===== src/rtl/battleship_param_pkg.sv =====
// battleship_pkg: shared state encoding and seven-segment glyph constants
package battleship_pkg;
    typedef enum logic [3:0] {
        S_IDLE, S_SHOW_A, S_A_IN, S_ERR_A, S_SHOW_B, S_B_IN, S_ERR_B, S_SHOW_SCORE,
        S_A_SHOOT, S_A_RES, S_B_SHOOT, S_B_RES, S_A_WIN, S_B_WIN, S_SERR_A, S_SERR_B
    } state_t;
    localparam logic [7:0] SEG_BLANK = 8'h00;
    localparam logic [7:0] SEG_DASH  = 8'h40;
    localparam logic [7:0] SEG_A     = 8'h77;
    localparam logic [7:0] SEG_B     = 8'h7C;
    localparam logic [7:0] SEG_E     = 8'h79;
    localparam logic [7:0] SEG_R     = 8'h50;
    localparam logic [7:0] SEG_O     = 8'h5C;
    localparam logic [7:0] SEG_I     = 8'h06;
    localparam logic [7:0] SEG_D     = 8'h5E;
    localparam logic [7:0] SEG_L     = 8'h38;
    localparam logic [9:0][7:0] GLYPHS = {
        8'h6F, 8'h7F, 8'h07, 8'h7D, 8'h6D, 8'h66, 8'h4F, 8'h5B, 8'h06, 8'h3F
    };
endpackage


===== src/rtl/battleship_param_if.sv =====
// battleship_param_if: board-side switches/buttons in, seven-segment digits and LEDs out
interface battleship_param_if #(parameter int GRID_BITS = 2);
    logic                 start;
    logic [GRID_BITS-1:0] X;
    logic [GRID_BITS-1:0] Y;
    logic                 pAb;
    logic                 pBb;
    logic [7:0]           disp3;
    logic [7:0]           disp2;
    logic [7:0]           disp1;
    logic [7:0]           disp0;
    logic [7:0]           led;
    modport master (output start, X, Y, pAb, pBb, input disp3, disp2, disp1, disp0, led);
    modport slave  (input start, X, Y, pAb, pBb, output disp3, disp2, disp1, disp0, led);
endinterface


===== src/rtl/battleship_param_seg7_digit.sv =====
// seg7_digit: 4-bit value to dp,g..a glyph; values above 9 show blank
module seg7_digit
    import battleship_pkg::*;
(
    input  logic [3:0] i_val,
    output logic [7:0] o_seg
);
    assign o_seg = (i_val < 4'd10) ? GLYPHS[i_val] : SEG_BLANK;
endmodule


===== src/rtl/battleship_param.sv =====
// battleship_param: two-player battleship controller; BATTLESHIP_SHOT_MEM_EN rejects repeat shots
module battleship_param
    import battleship_pkg::*;
#(
    parameter int GRID_BITS = 2,
    parameter int SHIPS     = 4,
    parameter int WIN_SCORE = 4,
    parameter int TICKS     = 50
) (
    input  logic              clk,
    input  logic              rst,
    battleship_param_if.slave bus
);
    localparam int CELLS = 1 << (2 * GRID_BITS);
    localparam int IW    = 2 * GRID_BITS;
    localparam int TW    = $clog2(TICKS);
    localparam logic [3:0] SHIPS_C = 4'(SHIPS);
    localparam logic [3:0] WIN_C   = 4'(WIN_SCORE);

    state_t           r_state;
    logic [CELLS-1:0] r_map_a, r_map_b;
    logic [3:0]       r_cnt_a, r_cnt_b, r_score_a, r_score_b;
    logic [TW-1:0]    r_timer;
    logic             r_hit;
    logic [IW-1:0]    w_idx;
    logic             w_done, w_timed, w_rep_a, w_rep_b;
    logic [7:0]       w_seg_x, w_seg_y, w_seg_sa, w_seg_sb;
    logic [7:0]       w_d3, w_d2, w_d1, w_d0, w_led;

    assign w_idx   = {bus.Y, bus.X};
    assign w_done  = r_timer == TW'(TICKS - 1);
    assign w_timed = !(r_state inside {S_IDLE, S_A_IN, S_B_IN, S_A_SHOOT, S_B_SHOOT});

`ifdef BATTLESHIP_SHOT_MEM_EN
    logic [CELLS-1:0] r_fired_a, r_fired_b;
    assign w_rep_a = r_fired_a[w_idx];
    assign w_rep_b = r_fired_b[w_idx];
    // remember every accepted shot so a repeat can be refused without consuming the turn
    always_ff @(posedge clk or posedge rst) begin
        if (rst) begin
            r_fired_a <= '0;
            r_fired_b <= '0;
        end else begin
            if (r_state == S_A_SHOOT && bus.pAb && !w_rep_a) r_fired_a[w_idx] <= 1'b1;
            if (r_state == S_B_SHOOT && bus.pBb && !w_rep_b) r_fired_b[w_idx] <= 1'b1;
        end
    end
`else
    assign w_rep_a = 1'b0;
    assign w_rep_b = 1'b0;
`endif

    seg7_digit u_seg_x  (.i_val(4'(bus.X)), .o_seg(w_seg_x));
    seg7_digit u_seg_y  (.i_val(4'(bus.Y)), .o_seg(w_seg_y));
    seg7_digit u_seg_sa (.i_val(r_score_a), .o_seg(w_seg_sa));
    seg7_digit u_seg_sb (.i_val(r_score_b), .o_seg(w_seg_sb));

    // game sequencing: timed states hold TICKS cycles, input states wait on the active player's button
    always_ff @(posedge clk or posedge rst) begin
        if (rst) begin
            r_state   <= S_IDLE;
            r_map_a   <= '0;
            r_map_b   <= '0;
            r_cnt_a   <= '0;
            r_cnt_b   <= '0;
            r_score_a <= '0;
            r_score_b <= '0;
            r_timer   <= '0;
            r_hit     <= 1'b0;
        end else begin
            r_timer <= (w_timed && !w_done) ? r_timer + 1'b1 : '0;
            case (r_state)
                S_IDLE:       if (bus.start) r_state <= S_SHOW_A;
                S_SHOW_A:     if (w_done) r_state <= S_A_IN;
                S_ERR_A:      if (w_done) r_state <= S_A_IN;
                S_SHOW_B:     if (w_done) r_state <= S_B_IN;
                S_ERR_B:      if (w_done) r_state <= S_B_IN;
                S_SHOW_SCORE: if (w_done) r_state <= S_A_SHOOT;
                S_SERR_A:     if (w_done) r_state <= S_A_SHOOT;
                S_SERR_B:     if (w_done) r_state <= S_B_SHOOT;
                S_A_RES:      if (w_done) r_state <= (r_score_a == WIN_C) ? S_A_WIN : S_B_SHOOT;
                S_B_RES:      if (w_done) r_state <= (r_score_b == WIN_C) ? S_B_WIN : S_A_SHOOT;
                S_A_IN: if (bus.pAb) begin
                    if (r_map_a[w_idx]) r_state <= S_ERR_A;
                    else begin
                        r_map_a[w_idx] <= 1'b1;
                        r_cnt_a        <= r_cnt_a + 4'd1;
                        if (r_cnt_a + 4'd1 == SHIPS_C) r_state <= S_SHOW_B;
                    end
                end
                S_B_IN: if (bus.pBb) begin
                    if (r_map_b[w_idx]) r_state <= S_ERR_B;
                    else begin
                        r_map_b[w_idx] <= 1'b1;
                        r_cnt_b        <= r_cnt_b + 4'd1;
                        if (r_cnt_b + 4'd1 == SHIPS_C) r_state <= S_SHOW_SCORE;
                    end
                end
                S_A_SHOOT: if (bus.pAb) begin
                    if (w_rep_a) r_state <= S_SERR_A;
                    else begin
                        r_hit   <= r_map_b[w_idx];
                        r_state <= S_A_RES;
                        if (r_map_b[w_idx]) begin
                            r_map_b[w_idx] <= 1'b0;
                            r_score_a      <= (r_score_a < WIN_C) ? r_score_a + 4'd1 : r_score_a;
                        end
                    end
                end
                S_B_SHOOT: if (bus.pBb) begin
                    if (w_rep_b) r_state <= S_SERR_B;
                    else begin
                        r_hit   <= r_map_a[w_idx];
                        r_state <= S_B_RES;
                        if (r_map_a[w_idx]) begin
                            r_map_a[w_idx] <= 1'b0;
                            r_score_b      <= (r_score_b < WIN_C) ? r_score_b + 4'd1 : r_score_b;
                        end
                    end
                end
                S_A_WIN, S_B_WIN: r_state <= r_state;
                default: r_state <= S_IDLE;
            endcase
        end
    end

    // display and LED decode from the current state and game registers
    always_comb begin
        w_d3  = SEG_BLANK;
        w_d2  = SEG_BLANK;
        w_d1  = SEG_BLANK;
        w_d0  = SEG_BLANK;
        w_led = 8'h00;
        case (r_state)
            S_IDLE: begin
                {w_d3, w_d2, w_d1, w_d0} = {SEG_I, SEG_D, SEG_L, SEG_E};
                w_led = 8'h99;
            end
            S_SHOW_A: w_d3 = SEG_A;
            S_SHOW_B: w_d3 = SEG_B;
            S_A_IN: begin
                {w_d1, w_d0} = {w_seg_x, w_seg_y};
                w_led = {1'b1, r_cnt_a[2:0], 4'b0000};
            end
            S_B_IN: begin
                {w_d1, w_d0} = {w_seg_x, w_seg_y};
                w_led = {4'b0000, r_cnt_b[2:0], 1'b1};
            end
            S_ERR_A, S_ERR_B, S_SERR_A, S_SERR_B: begin
                {w_d3, w_d2, w_d1, w_d0} = {SEG_E, SEG_R, SEG_R, SEG_O};
                w_led = 8'h99;
            end
            S_SHOW_SCORE: begin
                {w_d3, w_d2, w_d1, w_d0} = {GLYPHS[0], SEG_DASH, SEG_DASH, GLYPHS[0]};
                w_led = 8'h99;
            end
            S_A_SHOOT: begin
                {w_d1, w_d0} = {w_seg_x, w_seg_y};
                w_led = {1'b1, r_score_a[2:0], r_score_b[2:0], 1'b0};
            end
            S_B_SHOOT: begin
                {w_d1, w_d0} = {w_seg_x, w_seg_y};
                w_led = {1'b0, r_score_a[2:0], r_score_b[2:0], 1'b1};
            end
            S_A_RES, S_B_RES: begin
                {w_d3, w_d2, w_d1, w_d0} = {w_seg_sa, SEG_DASH, SEG_DASH, w_seg_sb};
                w_led = r_hit ? 8'hFF : 8'h00;
            end
            S_A_WIN, S_B_WIN: begin
                {w_d3, w_d2, w_d1, w_d0} = {(r_state == S_A_WIN) ? SEG_A : SEG_B, w_seg_sa, SEG_DASH, w_seg_sb};
                w_led = (r_timer < TW'(TICKS / 2)) ? 8'hFF : 8'h00;
            end
            default: w_led = 8'h00;
        endcase
    end

    assign bus.disp3 = w_d3;
    assign bus.disp2 = w_d2;
    assign bus.disp1 = w_d1;
    assign bus.disp0 = w_d0;
    assign bus.led   = w_led;
endmodule


===== src/flat_wrapper.sv =====
// flat-port wrapper written by rule: the top's interface ports become plain ports
module battleship_param_flat import battleship_pkg::*;
#(
    parameter int GRID_BITS = 2,
    parameter int SHIPS     = 4,
    parameter int WIN_SCORE = 4,
    parameter int TICKS     = 50
)
  (clk, rst, bus_start, bus_X, bus_Y, bus_pAb, bus_pBb, bus_disp3, bus_disp2, bus_disp1, bus_disp0, bus_led);
  battleship_param_if #(.GRID_BITS(GRID_BITS)) bus_i ();
  input  logic clk;
  input  logic rst;
  input wire logic [$bits(bus_i.start)-1:0] bus_start;
  input wire logic [$bits(bus_i.X)-1:0] bus_X;
  input wire logic [$bits(bus_i.Y)-1:0] bus_Y;
  input wire logic [$bits(bus_i.pAb)-1:0] bus_pAb;
  input wire logic [$bits(bus_i.pBb)-1:0] bus_pBb;
  output wire logic [$bits(bus_i.disp3)-1:0] bus_disp3;
  output wire logic [$bits(bus_i.disp2)-1:0] bus_disp2;
  output wire logic [$bits(bus_i.disp1)-1:0] bus_disp1;
  output wire logic [$bits(bus_i.disp0)-1:0] bus_disp0;
  output wire logic [$bits(bus_i.led)-1:0] bus_led;
  assign bus_i.start = bus_start;
  assign bus_i.X = bus_X;
  assign bus_i.Y = bus_Y;
  assign bus_i.pAb = bus_pAb;
  assign bus_i.pBb = bus_pBb;
  assign bus_disp3 = bus_i.disp3;
  assign bus_disp2 = bus_i.disp2;
  assign bus_disp1 = bus_i.disp1;
  assign bus_disp0 = bus_i.disp0;
  assign bus_led = bus_i.led;
  battleship_param #(.GRID_BITS(GRID_BITS), .SHIPS(SHIPS), .WIN_SCORE(WIN_SCORE), .TICKS(TICKS)) u_core (.clk(clk), .rst(rst), .bus(bus_i));
endmodule

===== config.mk =====
export PLATFORM = sky130hd
export DESIGN_NAME = battleship_param_flat
export DESIGN_NICKNAME = d
export VERILOG_FILES = /design/src/rtl/battleship_param_pkg.sv /design/src/rtl/battleship_param_if.sv /design/src/rtl/battleship_param_seg7_digit.sv /design/src/rtl/battleship_param.sv /design/src/flat_wrapper.sv
export SDC_FILE = /design/constraint.sdc
export NUM_CORES = 1
export LEC_CHECK = 0
export BUFFER_PORTS_ARGS = -buffer_cell sky130_fd_sc_hd__buf_2
export CORE_ASPECT_RATIO = 0.8
export CORE_UTILIZATION = 50
export CTS_BUF_LIST = sky130_fd_sc_hd__clkbuf_4
export CTS_CLUSTER_DIAMETER = 30
export DETAILED_ROUTE_END_ITERATION = 10
export PLACE_DENSITY = 0.77
export SLEW_MARGIN = 20
export SYNTH_ARGS = -nofsm -noshare
export SYNTH_HDL_FRONTEND = slang
export SYNTH_SLANG_ARGS = --single-unit
export TNS_END_PERCENT = 10

===== constraint.sdc =====
create_clock -name clk -period 3.75 [get_ports clk]
set_input_delay 0.75 -clock clk [delete_from_list [all_inputs] [get_ports clk]]
set_output_delay 0.75 -clock clk [all_outputs]
set_load 0.01 [all_outputs]

After elaboration in Yosys (flattened, before gate mapping)

Memories as Yosys holds them, arrays and structs flattened.
Cells that the tools add are included.

Add/subtract/negate cells: 5
Mux-type cells: 56
Reductions and logical operators: 28
Equality and inequality tests: 37
Bitwise operators: 8
$lt $le $gt $ge: 13

Operators with widths:

| kind                                                                  | number |
|---|---|
| 16-bit 2-to-1 mux                                                     | 8 |
| 8-bit one-hot mux with 7 select lines                                 | 2 |
| 8-bit 2-to-1 mux                                                      | 10 |
| 4-bit 2-to-1 mux                                                      | 16 |
| 16-bit one-hot mux with 2 select lines                                | 2 |
| 8-bit one-hot mux with 4 select lines                                 | 2 |
| 4-bit one-hot mux with 11 select lines                                | 1 |
| 8-bit one-hot mux with 5 select lines                                 | 1 |
| 16-bit AND                                                            | 2 |
| 8-bit binary-select mux with 2-bit select                             | 2 |
| 4-bit by 3-bit == test with 1-bit output (second input constant)      | 8 |
| 4-bit == test (second input constant)                                 | 8 |
| 16-bit OR                                                             | 2 |
| 2-bit != test (second input constant)                                 | 9 |
| 4-bit by 1-bit adder with 4-bit output (second input constant)        | 4 |
| 16-bit NOT                                                            | 1 |
| 4-bit by 5-bit < comparator with 1-bit output (second input constant) | 3 |
| 14-bit AND reduction                                                  | 1 |
| 2-bit by 1-bit != test with 1-bit output (second input constant)      | 6 |
| 4-bit OR reduction                                                    | 3 |
| 2-bit by 5-bit < comparator with 1-bit output (second input constant) | 2 |
| 5-bit AND reduction                                                   | 2 |
| 2-bit OR reduction                                                    | 5 |
| 3-bit AND reduction                                                   | 3 |
| other kinds (26)                                                      | 44 |

Memories: 2
ROM bits: 256
Register bits: 59

Memories:

| name             | words | bits a word | read ports | clocked after Yosys merged registers in | write ports | RTL line                         | text |
|---|---|---|---|---|---|---|---|
| (name not given) | 16    | 8           | 1          | 0                                       | 0           | battleship_param_seg7_digit.sv:8 | `assign o_seg = (i_val < 4'd10) ? GLYPHS[i_val] : SEG_BLANK;` |
| (name not given) | 16    | 8           | 1          | 0                                       | 0           | battleship_param_seg7_digit.sv:8 |  |

Depth between registers and ports, before layout

Word-level depth: 9
Depth in mapped cells: 8
Gate-level depth less buffers: 8

Hierarchy

A second synthesis with hierarchy kept.

Cell total of the unflattened synthesis: 566
Area, all modules: 4743.3 um^2

Modules (own cells, without submodules):

| module           | times used | cells each | sequential area each (um^2) | area an instance (um^2) |
|---|---|---|---|---|
| battleship_param | 1          | 450        | 1476.4                      | 3872.5 |
| seg7_digit       | 4          | 29         | 0.0                         | 217.7 |

Worst setup path after synthesis

OpenSTA, ideal clock, no wires.

Path type: input port to output port
Start: input bus_X[0]
End: output bus_disp1[4]
Arrival time: 1.861 ns
Slack: 1.139 ns
Stages on the path: 6
Cell sequence: buf_2 > buf_1 > nor2_1 > o21ai_0 > a21oi_1 > a221o_1

Cells in the longest elaborated chain, start to end: 4
Elaborated cells between the ends (all ways): 5

Ends and longest elaborated chain:

| what                                                                                                  | RTL line                         | text |
|---|---|---|
| from (decl)                                                                                           | flat_wrapper.sv:14               | `input wire logic [$bits(bus_i.X)-1:0] bus_X;` |
| parallel branches: the longest is 2 deep, another holds 2-bit by 4-bit < comparator with 1-bit output | --                               |  |
| 8-bit 2-to-1 mux *                                                                                    | battleship_param_seg7_digit.sv:8 |  |
| 8-bit one-hot mux with 4 select lines *                                                               | battleship_param.sv:134          | `case (r_state)` |
| to (decl)                                                                                             | flat_wrapper.sv:20               | `output wire logic [$bits(bus_i.disp1)-1:0] bus_disp1;` |

Every way passes the cells marked *. The select of a mux whose other input is x is not followed.

Worst setup path in the final report

Start: register u_core.r_state[2]
End: output bus_led[4]

Cells in the longest elaborated chain, start to end: 3
Elaborated cells between the ends (all ways): 18

Ends and longest elaborated chain:

| what                                                                   | RTL line                | text |
|---|---|---|
| from (decl)                                                            | battleship_param.sv:20  | `state_t r_state;` |
| from (signal assigned)                                                 | battleship_param.sv:81  | `S_A_RES: if (w_done) r_state <= (r_score_a == WIN_C) ? S_A_WIN : S_B_SHOOT;` |
| from (signal assigned)                                                 | battleship_param.sv:82  | `S_B_RES: if (w_done) r_state <= (r_score_b == WIN_C) ? S_B_WIN : S_A_SHOOT;` |
| from (signal assigned)                                                 | battleship_param.sv:121 | `S_A_WIN, S_B_WIN: r_state <= r_state;` |
| 4-bit by 2-bit == test with 1-bit output, or another cell as far along | battleship_param.sv:134 |  |
| 6-bit OR reduction (no source line), or another cell as far along      | --                      |  |
| 8-bit one-hot mux with 7 select lines *                                | battleship_param.sv:134 |  |
| to (decl)                                                              | flat_wrapper.sv:22      | `output wire logic [$bits(bus_i.led)-1:0] bus_led;` |

Mark *: on every way between the ends. The rest lies on a longest branch, timed or not.

==> out/results.txt <==
maximum achievable frequency - 0.290 GHz
chip height - 85.4 um
top flip-flop cell by instance count after synthesis - dfrtp_1
IR Drop Worst-Case VDD - 0.438 mV
Core Area - 8450 um2
number of iterations in the first detailed-routing pass - 7
worst slew margin relative to its limit - 0.294
Final Instance Count excl. Fillers - 632
CTS tree - done
post-CTS sizing - 0
cells on worst reg2reg path - 7
cells after synthesis - 487
remaining number of nets flagged by the antenna check after routing - 0
H-tree levels - 3
CP endpoint kind - output port
classification of the worst-slack hold path - in2async
initial antenna violation count - 0
total count of max-transition violations in the final report - 0
ratio of routed vias to standard cells - 6.11
Yosys warnings - 0
count of antenna diodes in the layout - 0
clock group share of total power - 0.125
Initial Util - 0.515
FF-to-FF Start - u_core.r_state[1]
number of enable flip-flop cells after synthesis - 0
clock insertion delay at the later pin of the skew report - 0.42 ns
area of the die - 9080 um2
sequential share of power - 0.274
Die Span X - 106 um
post-synthesis instance area - 4350 um2
CP Data Required Time - 3.00 ns
final count of hold timing violations - 0
gpl congestion - 0.901
largest buffer count on any clock path - 2
remaining global-route overflow - 0
time the final worst path needs with I/O delays and setup - 3.44 ns
routed wirelength normalized by instance count - 17.6 um
fraction of final layout cells sized beyond drive strength 1 - 0.223
grt met2 use - 0.375
Int Pwr - 1940 uW
pin count of the biggest net entering global routing - 32
#FFs+latches synth - 59
RSZ-0062 raised after global routing - no
Hold-fix buffers, CTS - 0
setup violation total in the final timing report - 0
Cell Rows - 30
setup slack, reg-to-reg - 0.98 ns
switching power total - 1760 uW
crit share post-route - 0.918
num ports - 49
count of port buffers added during placement - 44
Seq/Total Area, Yosys - 0.339
half-perimeter wire length after placement - 8060 um
PD cells - 782 nW/um2
layer carrying the most global-route usage - met2
run status - completed
postcts setup bufs - 0
sinks on the clock net - 59
critical path arrival - 2.69 ns
Post-synth ARST share - 1.00
final-layout setup total negative slack - 0 ns
combinational fraction of design power - 0.601
crit path kind - reg2out
static leakage power - 0.00216 uW
mean instance size in the synthesized netlist - 8.93 um2
post-route clock skew - 0.0172 ns
vias in the first global route - 3591
measured slew at the worst slew-check pin - 1.05 ns
Final #Nets - 541
total length of routed wires - 11100 um
CTS Buf Count - 9
vias after detailed routing - 3862
DR DRC count - 0
Iter 0 DRT Violations - 443
switching share of power - 0.475
global-route wire length before repair - 18100 um
Global Route met3 Usage - 0.0599
peak fanout along the critical path - 13
CTS Root Buffer Type - clkbuf_4
placed cell count - 616
met1 track demand over resource - 0.367
clk slew on worst S/H paths - 0.11 ns
Worst Setup Start Kind - flop
number of unique standard cell types used by synthesis - 71
Overall Global Routing Usage - 0.257
area overhead of the layout relative to synthesis - 8.75%
max-cap violations - 0
==> cell usage in the layout, fill, tap and decap left out, types with 8 or more instances in the layout <==
cell type	instances
a21oi_1	39
a31oi_1	12
buf_2	44
buf_4	8
clkbuf_4	11
dfrtp_1	59
ha_1	17
inv_1	13
mux2_2	18
nand2_1	61
nand2b_1	10
nand3_1	15
nor2_1	52
nor2b_1	9
o21ai_0	30
xnor2_1	10
==> power by group through the flow <==
stage | logic (uW) | registers (uW) | clock network (uW)
after floorplan | 1580 | 952 | 0
after global placement | 2130 | 1010 | 0
after detailed placement | 2170 | 1020 | 0
after CTS | 2180 | 1010 | 473
after global routing | 2420 | 1040 | 498
final | 2220 | 1010 | 461
==> cell usage after synthesis (all sizes together), types with 2 or more instances <==
library cell | instances | share of area
nand2 | 61 | 0.053
dfrtp | 59 | 0.34
nor2 | 55 | 0.050
a21oi | 39 | 0.045
o21ai | 30 | 0.035
mux2 | 27 | 0.073
buf | 22 | 0.029
ha | 17 | 0.049
clkbuf | 16 | 0.014
nand3 | 16 | 0.020
inv | 14 | 0.012
a31oi | 12 | 0.017
nor2b | 11 | 0.018
nand2b | 10 | 0.014
xnor2 | 10 | 0.020
mux2i | 8 | 0.028
mux4 | 8 | 0.043
a221o | 7 | 0.016
nor3 | 6 | 0.012
o22ai | 5 | 0.0072
o21a | 4 | 0.0069
xor2 | 4 | 0.0081
nand4 | 3 | 0.0043
o211ai | 3 | 0.0052
o221ai | 3 | 0.0075
or2 | 3 | 0.0043
a221oi | 2 | 0.0040
a22oi | 2 | 0.0035
a41oi | 2 | 0.0040
and2 | 2 | 0.0029
nor4b | 2 | 0.0089
o22a | 2 | 0.0040
or3 | 2 | 0.0040
==> cell type report <==
type,instances,area [um2]
fillers,765,3720
multi-input cells,378,2640
flip-flops and latches,59,1480
repair buffers,52,280
well taps,112,140
clock buffers,11,82.6
inverters,15,56.3
clock inverters,5,53.8
==> critical path, stage by stage (launching register included) <==
cell	delay [ns]
dfrtp_1	0.64
nand2b_1	0.25
a311oi_1	0.32
a21oi_1	0.09
nor2_1	0.44
or3_1	0.28
a221o_1	0.14
buf_2	0.13
==> worst max-delay path by stage <==
stage / from / endpoint / slack [ns] / cells past startpoint
3_3_place_gp: bus_Y[0] / flop / 0.75 / 7
4_1_cts: u_core.r_state[2] / bus_led[4] / 0.39 / 7
6_report: u_core.r_state[2] / bus_led[4] / 0.31 / 7
3_5_place_dp: bus_Y[0] / flop / 0.65 / 7
2_1_floorplan: bus_X[0] / bus_disp1[4] / 1.14 / 6
5_1_grt: u_core.r_state[2] / bus_led[4] / 0.19 / 7
==> cell families after synthesis <==
family / count (synthesis) / synth area share
muxes: 43 / 0.144
AOI/OAI and AO/OA: 124 / 0.181
and+or+nand+nor: 176 / 0.201
other: 1 / 0.000862
adders and majority gates: 17 / 0.0489
xor gates and xnor gates: 14 / 0.0282
buffers and inverters: 53 / 0.0561
DFF: 59 / 0.339
==> routing by layer <==
layer / up-vias / routed length [um]
met4: 0 / 200
met1: 1842 / 4960
met2: 207 / 4970
met3: 23 / 1010
li1: 1790 / -
met5: - / 0
==> through the flow <==
stage               hold WS [ns]  setup WS, ns  power (uW)  utilization  instance area, um2
finish                     0.408         0.308        3700        0.560                4730
detailed placement         0.479         0.654        3190        0.544                4590
global route               0.451         0.194        3960        0.560                4730
global placement           0.463         0.752        3140        0.544                4590
floorplan                  0.446          1.14        2530            -                4360
CTS                        0.406         0.389        3660        0.560                4730
(Power assumes the default switching activity.)
